## src/rtl/vga_pic_engine.sv

```systemverilog
// Picture compositor: overlays a PIC_W x PIC_H ROM image on a solid background,
// with frame-synchronous window/mode/scroll shadows and a fixed 3-clock latency.
module vga_pic_engine #(
  parameter int          H_SCREEN = 800,
  parameter int          V_SCREEN = 480,
  parameter int          PIC_W    = 160,
  parameter int          PIC_H    = 160,
  parameter int          ADDR_W   = 16,
  parameter logic [23:0] BG_COLOR = 24'hFFFFFF
) (
  input  logic              clk,
  input  logic              rstn,
  input  logic [9:0]        pix_x,
  input  logic [9:0]        pix_y,
  input  logic [9:0]        win_x_in,
  input  logic [9:0]        win_y_in,
  input  logic [1:0]        mode_in,
  input  logic [7:0]        thresh,
  input  logic              scroll_en,
  input  logic              scroll_dir,
  input  logic [3:0]        scroll_step,
  output logic [ADDR_W-1:0] rom_addr,
  output logic              rom_rden,
  input  logic [23:0]       rom_q,
  output logic [23:0]       pix_data,
  output logic              in_pic,
  output logic              frame_end
);

  typedef enum logic [1:0] {
    MODE_COLOR = 2'd0,
    MODE_GRAY  = 2'd1,
    MODE_BIN   = 2'd2,
    MODE_INV   = 2'd3
  } mode_t;

  localparam logic [9:0]  X_LAST = 10'(H_SCREEN - 1);
  localparam logic [9:0]  Y_LAST = 10'(V_SCREEN - 1);
  localparam logic [9:0]  WX_MAX = 10'(H_SCREEN - PIC_W);
  localparam logic [9:0]  WY_MAX = 10'(V_SCREEN - PIC_H);
  localparam logic [10:0] PW     = 11'(PIC_W);
  localparam logic [10:0] PH     = 11'(PIC_H);

  logic [9:0] wx, wy, offset;
  mode_t      mode;
  logic       frame_last;

  assign frame_last = (pix_x == X_LAST) && (pix_y == Y_LAST);

  // Wrap-around scroll offset for the next frame, kept within 0..PIC_W-1.
  logic [10:0] off_up;
  logic [9:0]  off_next;

  // NOTE: every signal written in an always_comb gets a default first, so no path leaves it unassigned and no latch is inferred.
  always_comb begin
    off_up   = {1'b0, offset} + 11'(scroll_step);
    off_next = offset;
    if (scroll_en) begin
      if (!scroll_dir)
        off_next = (off_up >= PW) ? 10'(off_up - PW) : 10'(off_up);
      else if (offset >= 10'(scroll_step))
        off_next = offset - 10'(scroll_step);
      else
        off_next = 10'({1'b0, offset} + PW - 11'(scroll_step));
    end
  end

  // NOTE: shadows load with non-blocking assignments, so the pipeline stage clocked on the same edge still sees the old window for the last pixel.
  always_ff @(posedge clk or negedge rstn) begin
    if (!rstn) begin
      wx        <= '0;
      wy        <= '0;
      mode      <= MODE_COLOR;
      offset    <= '0;
      frame_end <= 1'b0;
    end else begin
      frame_end <= frame_last;
      if (frame_last) begin
        wx     <= (win_x_in > WX_MAX) ? WX_MAX : win_x_in;
        wy     <= (win_y_in > WY_MAX) ? WY_MAX : win_y_in;
        mode   <= mode_t'(mode_in);
        offset <= off_next;
      end
    end
  end

  // Window hit and image address for the pixel currently presented.
  logic              hit;
  logic [9:0]        rel_x, rel_y, col;
  logic [10:0]       col_sum;
  logic [ADDR_W-1:0] addr_calc;

  always_comb begin
    hit       = (pix_x >= wx) && ({1'b0, pix_x} < ({1'b0, wx} + PW)) &&
                (pix_y >= wy) && ({1'b0, pix_y} < ({1'b0, wy} + PH));
    rel_x     = pix_x - wx;
    rel_y     = pix_y - wy;
    col_sum   = {1'b0, rel_x} + {1'b0, offset};
    col       = (col_sum >= PW) ? 10'(col_sum - PW) : 10'(col_sum);
    addr_calc = ADDR_W'(rel_y) * ADDR_W'(PIC_W) + ADDR_W'(col);
  end

  mode_t mode_s1, mode_s2;
  logic  hit_s2;

  // Colour conversion on the ROM word, using the mode that travelled with the pixel.
  logic [7:0]  r, g, b, gray;
  logic [16:0] gray_sum;
  logic [23:0] pix_next;

  always_comb begin
    {r, g, b} = rom_q;
    gray_sum  = 17'd77 * {9'd0, r} + 17'd150 * {9'd0, g} + 17'd29 * {9'd0, b};
    gray      = 8'(gray_sum >> 8);
    pix_next  = BG_COLOR;
    if (hit_s2) begin
      unique case (mode_s2)
        MODE_COLOR: pix_next = rom_q;
        MODE_GRAY:  pix_next = {gray, gray, gray};
        MODE_BIN:   pix_next = (gray >= thresh) ? 24'hFFFFFF : 24'h000000;
        MODE_INV:   pix_next = ~rom_q;
      endcase
    end
  end

  always_ff @(posedge clk or negedge rstn) begin
    if (!rstn) begin
      rom_addr <= '0;
      rom_rden <= 1'b0;
      mode_s1  <= MODE_COLOR;
      hit_s2   <= 1'b0;
      mode_s2  <= MODE_COLOR;
      pix_data <= BG_COLOR;
      in_pic   <= 1'b0;
    end else begin
      rom_addr <= hit ? addr_calc : '0;
      rom_rden <= hit;
      mode_s1  <= mode;
      hit_s2   <= rom_rden;
      mode_s2  <= mode_s1;
      pix_data <= pix_next;
      in_pic   <= hit_s2;
    end
  end

endmodule

```

## config.mk

```make
export PLATFORM = sky130hd
export DESIGN_NAME = vga_pic_engine
export DESIGN_NICKNAME = d
export VERILOG_FILES = /design/src/rtl/vga_pic_engine.sv
export SDC_FILE = /design/constraint.sdc
export NUM_CORES = 1
export LEC_CHECK = 0
export CAP_MARGIN = 20
export CORE_MARGIN = 10
export CORE_UTILIZATION = 43
export CTS_BUF_LIST = sky130_fd_sc_hd__clkbuf_8 sky130_fd_sc_hd__clkbuf_16
export CTS_CLUSTER_DIAMETER = 80
export DETAILED_ROUTE_END_ITERATION = 10
export GPL_ROUTABILITY_DRIVEN = 0
export SETUP_SLACK_MARGIN = 0.3
export SLEW_MARGIN = 15
export SYNTH_ARGS = -nofsm -noshare
export SYNTH_HDL_FRONTEND = slang
export SYNTH_SLANG_ARGS = --single-unit
```

## constraint.sdc

```tcl
create_clock -name clk -period 7.7 [get_ports clk]
set_clock_uncertainty 0.15 [all_clocks]
set_input_delay 1.54 -clock clk [delete_from_list [all_inputs] [get_ports clk]]
set_output_delay 1.54 -clock clk [all_outputs]
set_load 0.03 [all_outputs]
```

==> key figures <==
Power
  • PD cells: 410 mW/mm2
  • Leak pwr: 6.02 nW
  • Maximum VDD drop: 0.479 mV
  • Total Power: 0.00529 W

Worst setup path
  • Max Fanout on Critical Path: 5
  • Critical Path AT: 8.19 ns
  • Critical Path Slowest Stage Cell: fa_2
  • Crit path top cell by count: inv_2
  • WP buf/inv: 8
  • Critical path type: in -> reg
  • Critical Path RT: 7.83 ns
  • Startpoint type of the worst setup path: primary input
  • Worst setup EP type: flop
  • Delay-heaviest family, CP: adder cells
  • Max stage delay on crit path: 0.56 ns

Placement
  • Placed Area: 0.0121 mm2
  • Buffers on Ports: 124
  • Post-DP HPWL: 23300 um

Drt
  • Vias: 8473
  • Pre-Repair DR Iteration Count: 5
  • WL per Instance: 17.8 um
  • DR iter-0 viols: 515
  • DRC viols: 0
  • Antenna-violating nets left: 0
  • Final wirelength: 28600 um
  • DR vias/cell: 5.28

STA
  • Final Setup Violations: 24
  • Final Hold Fails: 0
  • RSZ-0062 raised after global routing: true
  • Max-slew headroom: 50.1%
  • Slew Viols, Final: 0
  • Max Fclk: 124 MHz
  • Setup TNS: -7.66 ns
  • PnR worst setup slack: -0.356 ns
  • Period utilization: 105%
  • WHS: 0.196 ns
  • Tmin final: 8.06 ns
  • Worst Tran Pin Value: 0.748 ns

CTS
  • Root Buffer: clkbuf_16
  • Worst-path clk slew: 0.07 ns
  • CTS H-tree lvls: 3
  • CTS tree: built
  • Cts-stage hold buffer count: 0
  • Total CTS buffers: 9
  • Max Root-Sink Buffers: 2
  • Clk sinks: 80
  • Clk_lat worst skew: 0.36 ns

Final layout
  • # nets final: 1640
  • Layout cells sized above 1: 16.2%
  • Area Growth Syn to Fin: 29.5%
  • Antenna diode count: 0
  • Fillers: 2005
  • Area occupied by multi-input gates: 0.00751 mm2
  • Final Cell Area: 0.0129 mm2
  • Final core occ: 56.8%
  • FF+latch area: 0.00203 mm2

Global routing
  • Global-route wire length before repair: 46400 um
  • Met3 usage: 3.49%
  • Initial antenna violation count: 0
  • Overflow after GRT: 0
  • Gr usage total: 19.7%
  • Vias in the first global route: 9030
  • GRT busiest layer: met2
  • Met1 Use GR: 24.8%
  • GRT met2 Usage: 33.3%
  • Pin count of the biggest net entering global routing: 48

Yosys
  • Avg Cell Area, Syn: 8.98 um2
  • #FFs+latches synth: 80
  • Synth cell types: 78
  • Yosys warning count: 0
  • Synth top area cells: ha_1, dfrtp_1, fa_1
  • Gate Count Post-Synth: 1110
  • Sequential share of the synthesized area: 20.4%
  • Largest area contributor in the netlist: ha_1
  • Syn Std Cell Area: 0.00996 mm2
  • Mapped Nets: 1435
  • Number of synthesized flops with an enable pin: 0
  • Yosys top cell area share: 22.4%
  • Synth Flop Type: dfrtp_1
  • Post-synthesis async set-or-reset flop share: 100%

Floorplanning
  • Placeable core region: 0.0227 mm2
  • Die area: 0.0297 mm2
  • Initial Utilization: 43.9%
  • Die width: 172 um
  • Site Rows: 55
  • I/O Pins: 125
  • Die Ht: 172 um

Worst hold path
  • Type of the tightest min-delay check: reg -> reg

Flow run
  • Max-Cap Viols: 0

Status
  • Status: finished, violations left
  • Failing checks: negative setup slack
## synth_stat cells, drive strengths merged (7+ instances only)
| cell | n |
|---|---|
| nand2b | 14 |
| o21ai | 85 |
| a211oi | 10 |
| o2111ai | 7 |
| a21oi | 58 |
| nand2 | 69 |
| xor2 | 23 |
| nor2b | 15 |
| o221ai | 8 |
| fa | 65 |
| nor3 | 21 |
| nor4 | 7 |
| o21a | 18 |
| o21bai | 12 |
| dfstp | 24 |
| ha | 178 |
| mux2i | 7 |
| nand4 | 8 |
| xnor2 | 44 |
| nor2 | 64 |
| inv | 181 |
| dfrtp | 56 |
| o211ai | 15 |
| clkbuf | 20 |
| o31ai | 7 |
| a21o | 13 |
| nand3 | 9 |
## power by group
part,switching [W],internal (W),leakage (nW)
clock network,0.000202,0.000222,0.132
logic,0.00213,0.00231,4.96
registers,0.0000000731,0.000421,0.925
total,0.00233,0.00296,6.02
## flip-flops by register name (all words and copies together), names as in the netlist, 2 cells and up
register	cells
pix_data	24
rom_addr	16
mode_s1	2
offset	10
wy	10
mode_s2	2
mode	2
wx	10
## worst paths after layout
kind	from	cells after the start	slack [ns]	endpoint
worst min register to register	mode_s1[0]$_DFF_PN0_	0	0.20	mode_s2[0]$_DFF_PN0_
worst max-delay path	rom_q[14]	32	-0.36	pix_data[19]$_DFF_PN1_
max in group asynchronous	rstn	2	5.44	in_pic$_DFF_PN0_
min in group asynchronous	rstn	1	0.97	rom_addr[15]$_DFF_PN0_
worst min-delay path	mode_s1[0]$_DFF_PN0_	0	0.20	mode_s2[0]$_DFF_PN0_
worst max register to register	wx[0]$_DFFE_PN0P_	29	1.99	rom_addr[15]$_DFF_PN0_
## per-layer routing
| layer | part of all wire (%) | wire [um] |
|---|---|---|
| met3 | 4.2 | 1210 |
| met5 | 0 | 0 |
| met2 | 48 | 13800 |
| met1 | 45 | 12800 |
| met4 | 2.9 | 844 |
## logic make-up (layout without fill, tap and decap cells)
kind of cell | Yosys count | after routing | synth area share (%)
compound gates | 277 | 277 | 18.3
fa+ha+maj | 243 | 243 | 35.4
simple gates | 229 | 229 | 11.1
buf+inv | 203 | 413 | 7.66
flops | 80 | 80 | 20.4
xor+xnor | 68 | 68 | 6.11
mux | 10 | 10 | 1.08
## per-stage QoR
stage	setup slack, ns	cells
floorplan	-0.348	1110
global placement	-1.13	1568
detailed placement	-1.26	1568
CTS	-0.313	1598
global route	-0.649	1605
finish	-0.356	1605
## worst register-to-register path: cells and delay by family, from the launching register on
family	cells	cell delay [ns]
flops	1	0.39
compound gates	11	1.97
simple gates	6	0.60
buf+inv	3	0.27
xor+xnor	3	0.54
fa+ha+maj	6	1.73
## placed cells by master (no fill, tap or decap), drive strengths merged, types with 4 or more instances in the layout
cell type / n
inv: 183
ha: 178
clkdlybuf4s50: 115
buf: 95
o21ai: 85
nand2: 69
fa: 65
nor2: 64
a21oi: 58
dfrtp: 56
xnor2: 44
dfstp: 24
xor2: 23
nor3: 21
o21a: 18
nor2b: 15
o211ai: 15
nand2b: 14
a21o: 13
o21bai: 12
clkbuf: 10
a211oi: 10
nand3: 9
nand4: 8
o221ai: 8
mux2i: 7
o31ai: 7
o2111ai: 7
nor4: 7
o31a: 5
a31oi: 5
nand4b: 4
a22o: 4
clkinv: 4
## cell type report
cell class / count / share of cell area, %
clock buffers: 9 / 1.74
clock inverters: 7 / 0.426
inverters: 182 / 5.29
multi-input cells: 827 / 58.2
flip-flops and latches: 80 / 15.7
well taps: 285 / 2.76
repair buffers: 215 / 15.9
## repair_timing
action	CTS	global route
endpoints found under the hold margin	0	0
endpoints found under the setup margin	24	30
cloned	2	1
pin swaps	32	13
resized for setup	50	34
setup buffers	12	6
(Power assumes the default switching activity.)
